==> src/rtl/adder4_bist.sv <==
// rtl/adder4_bist.sv - closed-loop built-in self-test engine for a WIDTH-bit ripple adder
// Sweeps every {ci,a,b} vector, checks {co,s} against a reference sum, records errors and first failure.
module adder4_bist #(
    parameter int WIDTH  = 4,
    parameter int SETTLE = 1
) (
    input  logic               i_clk,
    input  logic               i_reset,
    input  logic               i_start,
    output logic [WIDTH-1:0]   o_dut_a,
    output logic [WIDTH-1:0]   o_dut_b,
    output logic               o_dut_ci,
    input  logic [WIDTH-1:0]   i_dut_s,
    input  logic               i_dut_co,
    output logic               o_busy,
    output logic               o_done,
    output logic               o_pass,
    output logic [15:0]        o_err_count,
    output logic [2*WIDTH:0]   o_first_fail
);

    typedef enum logic [1:0] {
        S_IDLE,
        S_RUN,
        S_DONE
    } state_t;

    localparam logic [3:0] SETTLE_C = 4'(SETTLE);

    state_t             r_state;
    logic [2*WIDTH:0]   r_vec;
    logic [3:0]         r_cnt;
    logic [15:0]        r_err_count;
    logic [2*WIDTH:0]   r_first_fail;
    logic               r_fail_seen;
    logic               r_busy;
    logic               r_done;
    logic               r_pass;

    logic [WIDTH:0]     w_expected;
    logic               w_mismatch;
    logic               w_last;
    logic               w_launch;

    // Operand pins are the vector register itself, so they hold the last vector in DONE.
    assign o_dut_ci = r_vec[2*WIDTH];
    assign o_dut_a  = r_vec[2*WIDTH-1:WIDTH];
    assign o_dut_b  = r_vec[WIDTH-1:0];

    assign w_expected = {1'b0, o_dut_a} + {1'b0, o_dut_b} + {{WIDTH{1'b0}}, o_dut_ci};
    assign w_mismatch = ({i_dut_co, i_dut_s} != w_expected);
    assign w_last     = &r_vec;
    assign w_launch   = i_start && (r_state != S_RUN);

    always_ff @(posedge i_clk) begin
        if (i_reset) begin
            r_state      <= S_IDLE;
            r_vec        <= '0;
            r_cnt        <= '0;
            r_err_count  <= '0;
            r_first_fail <= '0;
            r_fail_seen  <= 1'b0;
            r_busy       <= 1'b0;
            r_done       <= 1'b0;
            r_pass       <= 1'b0;
        end else if (w_launch) begin
            r_state      <= S_RUN;
            r_vec        <= '0;
            r_cnt        <= '0;
            r_err_count  <= '0;
            r_first_fail <= '0;
            r_fail_seen  <= 1'b0;
            r_busy       <= 1'b1;
            r_done       <= 1'b0;
            r_pass       <= 1'b0;
        end else begin
            case (r_state)
                S_RUN: begin
                    if (r_cnt != SETTLE_C) begin
                        r_cnt <= r_cnt + 4'd1;
                    end else begin
                        if (w_mismatch) begin
                            if (r_err_count != 16'hFFFF) begin
                                r_err_count <= r_err_count + 16'd1;
                            end
                            if (!r_fail_seen) begin
                                r_first_fail <= r_vec;
                                r_fail_seen  <= 1'b1;
                            end
                        end
                        // Terminal check precedes the increment: no wrap into a second sweep.
                        if (w_last) begin
                            r_state <= S_DONE;
                            r_busy  <= 1'b0;
                        end else begin
                            r_vec <= r_vec + 1'b1;
                            r_cnt <= '0;
                        end
                    end
                end
                S_DONE: begin
                    // Flags follow one edge after the final compare so pass sees the last error update.
                    r_done <= 1'b1;
                    r_pass <= (r_err_count == 16'd0);
                end
                default: begin
                    r_done <= 1'b0;
                    r_pass <= 1'b0;
                end
            endcase
        end
    end

    assign o_busy       = r_busy;
    assign o_done       = r_done;
    assign o_pass       = r_pass;
    assign o_err_count  = r_err_count;
    assign o_first_fail = r_first_fail;

endmodule

==> config.mk <==
export PLATFORM = sky130hd
export DESIGN_NAME = adder4_bist
export DESIGN_NICKNAME = d
export VERILOG_FILES = /design/src/rtl/adder4_bist.sv
export SDC_FILE = /design/constraint.sdc
export NUM_CORES = 1
export LEC_CHECK = 0
export BUFFER_PORTS_ARGS = -buffer_cell sky130_fd_sc_hd__buf_2
export CORE_UTILIZATION = 37
export CTS_BUF_LIST = sky130_fd_sc_hd__clkbuf_8
export DETAILED_ROUTE_END_ITERATION = 8
export GPL_TIMING_DRIVEN = 0
export HOLD_SLACK_MARGIN = 0.05
export SLEW_MARGIN = 15
export SYNTH_ARGS = -nofsm -noshare
export SYNTH_HDL_FRONTEND = slang
export SYNTH_SLANG_ARGS = --single-unit
export TNS_END_PERCENT = 100
==> constraint.sdc <==
create_clock -name i_clk -period 3.27 [get_ports i_clk]
set_input_delay 0.654 -clock i_clk [delete_from_list [all_inputs] [get_ports i_clk]]
set_output_delay 0.654 -clock i_clk [all_outputs]
set_load 0.05 [all_outputs]
## Word-level counts from Yosys, hierarchy flattened

Index checks and enable logic that the tools add are counted.

- Memories: 0
- Memory bits (read-only): 0
- Register bits: 44
- Logic and storage cells: 51
- Output and inout bits: 37
- Memory bits (writable): 0
- Input port bits: 8
- Latch bits: 0

- $add $sub $neg: 5
- Bitwise logic cells: 3
- Reductions and logical operators: 13
- Equality and inequality tests: 8
- Multipliers: 0
- Shifts and indexed selects: 0
- $lt $le $gt $ge: 0
- Div/mod/pow operators: 0
- Multiplexer cells: 12

Operator list:

| kind | number |
|---|---|
| adder 16 x 1 -> 16 bit (second input constant) | 1 |
| zero test 16 bit | 1 |
| != test 16 bit (second input constant) | 1 |
| AND reduction 11 bit | 1 |
| adder 9 x 1 -> 9 bit (second input constant) | 1 |
| AND reduction 3 bit | 3 |
| AND reduction 9 bit | 1 |
| two-way mux 1 bit | 8 |
| two-way mux 4 bit | 2 |
| AND reduction 4 bit | 2 |
| adder 4 x 4 -> 5 bit | 1 |
| adder 5 x 1 -> 5 bit | 1 |
| != test 5 bit | 1 |
| adder 4 x 1 -> 4 bit (second input constant) | 1 |
| != test 2 x 1 -> 1 bit (second input constant) | 2 |
| != test 4 x 1 -> 1 bit (second input constant) | 1 |
| case mux 1 bit (2 select lines) | 2 |
| nonzero test 2 bit | 2 |
| NOT 1 bit | 3 |
| == test 2 x 1 -> 1 bit (second input constant) | 1 |
| == test 2 bit (second input constant) | 1 |
| != test 2 bit (second input constant) | 1 |
| AND reduction 2 bit | 1 |
| OR reduction 2 bit | 1 |
| logical AND 1 bit | 1 |

## Logic depth before layout (Yosys ltp)

- Depth in word-level cells: 5
- Gate-level depth with buffers: 12
- Mapped depth without buffers: 10

## Least setup slack after synthesis

No wires, ideal clock.

- Kind: reg2reg
- From: register r_vec[4]
- To: register r_fail_seen
- Data arrival time: 2,761 ps
- Clock period less this slack: 2,876 ps
- Slack: 394 ps
- Buffers on the path: 2
- Stages on the path, launching flop included: 12
- Path through: dfxtp_1 > inv_1 > fa_1 > inv_1 > fa_1 > xnor2_1 > o2111ai_2 > nor2_2 > buf_4 > buf_4 > nor2_1 > o21a_1

- Word-level cells in the longest chain between the ends: 4

RTL lines:

| what | RTL line | RTL |
|---|---|---|
| from (decl) | 31 | `logic [2*WIDTH:0] r_vec;` |
| from (signal assigned) | 96 | `r_vec <= r_vec + 1'b1;` |
| adder 4 x 4 -> 5 bit | 50 | `assign w_expected = {1'b0, o_dut_a} + {1'b0, o_dut_b} + {{WIDTH{1'b0}}, o_dut_ci};` |
| adder 5 x 1 -> 5 bit | 50 |  |
| != test 5 bit | 51 | `assign w_mismatch = ({i_dut_co, i_dut_s} != w_expected);` |
| AND reduction 3 bit (no source line) | - |  |
| to (signal assigned) | 62 | `r_fail_seen <= 1'b0;` |
| to (signal assigned) | 72 | `r_fail_seen <= 1'b0;` |
| to (signal assigned) | 88 | `r_fail_seen <= 1'b1;` |
| to (decl) | 35 | `logic r_fail_seen;` |

No other way between the ends.
A chain may end at the register's enable or synchronous reset.

## Worst setup path after layout

- From: register r_vec[0]
- To: register r_first_fail[4], in the netlist o_first_fail[4]

- Word-level cells in the longest chain between the ends: 4

RTL lines:

| what | RTL line | RTL |
|---|---|---|
| adder 4 x 4 -> 5 bit | 50 |  |
| adder 5 x 1 -> 5 bit | 50 |  |
| != test 5 bit | 51 |  |
| AND reduction 4 bit (no source line) | - |  |
| to (signal assigned) | 87 | `r_first_fail <= r_vec;` |
| to (decl) | 34 | `logic [2*WIDTH:0] r_first_fail;` |

No other way between the ends.

==> impl_summary.txt <==
----------------------------------------------------
[Status]
  Outcome ... completed

[Clock network]
  Buffer count from post-CTS setup fixing ... 0
  CTS tree ... yes
  H-tree depth reported by CTS ... 2
  # resized after CTS ... 0
  Number of buffers inserted during clock tree synthesis ... 5
  Source-to-sink clock delay at the later pin of the worst-skew pair ... 0.30 ns
  Clock-pin slew on the worst setup and hold paths ... 0.09 ns
  Max clock buf depth ... 2
  Clock Sink Count ... 43
  Clock Tree Root ... sky130_fd_sc_hd__clkbuf_8
  Post-CTS Hold Buffers ... 0

[Worst setup path]
  Endpoint of the worst register-to-register path ... o_first_fail[4]
  Data arrival time of the worst path ... 3.02 ns
  Launching element type of the critical path ... flop
  Worst-case register-to-register setup slack ... 0.47 ns
  Required time worst endpoint ... 3.50 ns
  Worst setup path class ... reg -> reg
  Reg2reg path depth ... 10
  Worst reg2reg path startpoint ... r_vec[0]
  Crit path max fanout ... 10
  Worst Setup End Kind ... flop

[Route]
  DR iter-0 viols ... 110
  Post-detailed-routing wire length ... 5.291 mm
  Via density ... 5.292
  Remaining routing DRC violations ... 0
  Number of optimization iterations in the first detailed-route pass ... 4
  Vias after detailed routing ... 2027
  Count of antenna-violating nets left after detailed routing ... 0
  Average detailed-routed wire length per instance ... 13.81 µm

[Timing]
  Relative slew slack ... 65.00%
  Number of hold violations in the final report ... 0
  Period utilization ... 85.55%
  Setup tns final ... 0 ns
  Minimum clock period after layout ... 2.798 ns
  Number of max-slew violations in the final report ... 0
  Number of endpoints failing setup at the final stage ... 0
  Final worst setup slack ... 0.4725 ns
  Maximum achievable frequency ... 357.5 MHz
  Worst clock skew on the final layout ... 0.01088 ns
  Setup repair after global routing missed its margin ... false
  Worst Hold Margin ... 0.4739 ns
  Worst Tran Pin Value ... 0.5249 ns

[Worst hold path]
  Worst hold path stage count ... 2
  Hold/Removal Path Class ... reg -> reg
  HP Start ... o_first_fail[3]
  Worst hold path endpoint ... o_first_fail[3]

[Synth]
  Synthesized area per cell ... 8.353 µm²
  Ys Warns ... 0
  Syn nets ... 276
  Netlist Area Pre-Place ... 2163 µm²
  Distinct cell type count of the synthesized netlist ... 42
  Synth async-reset ratio ... 0%
  Number of enable flip-flop cells after synthesis ... 0
  FF+latch count, synth ... 43
  Synthesized instance count ... 259
  Main flop type after synthesis ... sky130_fd_sc_hd__dfxtp_1
  Sequential share of the synthesized area ... 39.79%

[Global route]
  Global-route wire length before repair ... 8.859 mm
  Largest net degree at the start of global routing ... 15
  Gr usage total ... 18.41%
  Via count of the first global-routing pass ... 1849
  Total grt overflow ... 0
  Number of antenna violations at the first check in global routing ... 0

[Placed design]
  Final HPWL DP ... 3.913 mm
  Worst setup slack before clock tree synthesis ... 0.4863 ns
  Port Buffer Count ... 44
  Routability Congestion ... 0.7452

[Floorplan]
  Die height ... 78.47 µm
  Core area ... 5574 µm²
  Floorplan die area ... 6157 µm²
  Initial Utilization ... 38.81%
  Width of the die ... 78.47 µm
  I/O Pins ... 45
  Std-Cell Rows ... 27

[Final layout]
  Most common cell after layout, fill and taps aside ... sky130_fd_sc_hd__buf_2
  Post-layout net count ... 327
  Syn-to-layout area delta ... 18.45%
  Share of layout cells above drive strength 1 ... 20.90%
  Antenna cell count ... 0
  Highest-count cells in the layout ignoring fill and taps ... sky130_fd_sc_hd__buf_2 (47), sky130_fd_sc_hd__dfxtp_1 (43), sky130_fd_sc_hd__a21oi_1 (21), sky130_fd_sc_hd__nand2_1 (21), sky130_fd_sc_hd__nor2_1 (21)
  Final core utilization ... 45.97%

[Pwr]
  P_leak ... 1.038 nW
  Pwr/cell area ... 361.9 nW/µm²
  Peak VDD IR ... 0.0001473 V

[Run]
  MaxCap Viol Count ... 0

----------------------------------------------------
[worst max-delay path, stage by stage (launching register included)]
cell and delay (ns):
sky130_fd_sc_hd__dfxtp_1 0.44, sky130_fd_sc_hd__inv_1 0.12, sky130_fd_sc_hd__fa_1 0.42, sky130_fd_sc_hd__inv_1 0.08, sky130_fd_sc_hd__fa_1 0.42, sky130_fd_sc_hd__xnor2_1 0.22
sky130_fd_sc_hd__o2111ai_2 0.18, sky130_fd_sc_hd__o21ai_2 0.38, sky130_fd_sc_hd__buf_2 0.28, sky130_fd_sc_hd__nand3_1 0.10, sky130_fd_sc_hd__o31ai_1 0.09
[per-stage QoR]
step | instance area [µm²] | total power [mW] | std cells
3_3_place_gp | 2474 | 0.5972 | 375
5_1_grt | 2562 | 0.9658 | 383
3_5_place_dp | 2474 | 0.5980 | 375
4_1_cts | 2562 | 0.9357 | 383
2_1_floorplan | 2163 | 0.5783 | 259
6_report | 2562 | 0.9273 | 383
[sequential cells by signal (all words and copies together), names as in the netlist]
signal        count
r_cnt             4
o_err_count      16
r_vec             9
r_fail_seen       1
o_pass            1
o_done            1
r_state           2
o_first_fail      9
[kinds of logic after synthesis]
| kind of cell | share of synthesized area [%] |
|---|---|
| XOR/XNOR | 6.073 |
| flip-flops | 39.79 |
| buffers and inverters | 4.106 |
| AND/OR/NAND/NOR | 28.11 |
| AO/OA/AOI/OAI | 16.02 |
| adder cells (fa/ha/maj) | 5.899 |
[cells in the mapped netlist, drive strengths merged, types with 2 or more instances]
library cell,n,area (µm²)
a21o,2,15.01
a21oi,21,105.1
and2,2,12.51
and3,8,55.05
buf,6,37.53
clkbuf,7,28.78
dfxtp,43,860.8
fa,2,40.04
ha,7,87.58
inv,6,22.52
nand2,21,78.83
nand2b,2,12.51
nand3,18,90.09
nand4,12,75.07
nor2,22,85.09
nor2b,2,12.51
nor3,5,30.03
nor4,3,18.77
o2111ai,2,23.77
o211ai,4,30.03
o21ai,20,103.9
o31ai,4,30.03
or3,12,75.07
or4,4,30.03
xnor2,7,61.31
xor2,8,70.07
[metal layers]
metal,wire (µm),GRT usage (%),vias up
met5,0,0,-
met3,193,4.302,8
met2,2273,29.21,38
met1,2742,24.63,938
li1,-,-,1043
met4,80,5.556,0
[area by class of cell]
type / instances / area [µm²]
flip-flops and latches: 43 / 860.8
multi-input cells: 197 / 1214
clock buffers: 5 / 68.82
clock inverters: 3 / 20.02
fillers: 595 / 3012
plain buffers: 13 / 66.31
inverters: 6 / 22.52
repair buffers: 44 / 220.2
well taps: 72 / 90.09
[worst max path at each step]
stage / start / endpoint / depth (start not counted)
after floorplan: r_vec[4] / r_fail_seen / 11
after global placement: r_vec[0] / r_fail_seen / 11
after detailed placement: r_vec[0] / o_first_fail[4] / 10
after CTS: r_vec[0] / o_first_fail[4] / 10
after global routing: r_vec[0] / o_first_fail[4] / 10
final: r_vec[0] / o_first_fail[4] / 10
[power by group]
part           leakage, nW  switching (mW)  internal [mW]  total [mW]
logic                0.651          0.0409         0.0161      0.0570
registers            0.347         0.00305          0.526       0.529
clock network       0.0402           0.193          0.149       0.342
Power figures use the tool's default switching activity.
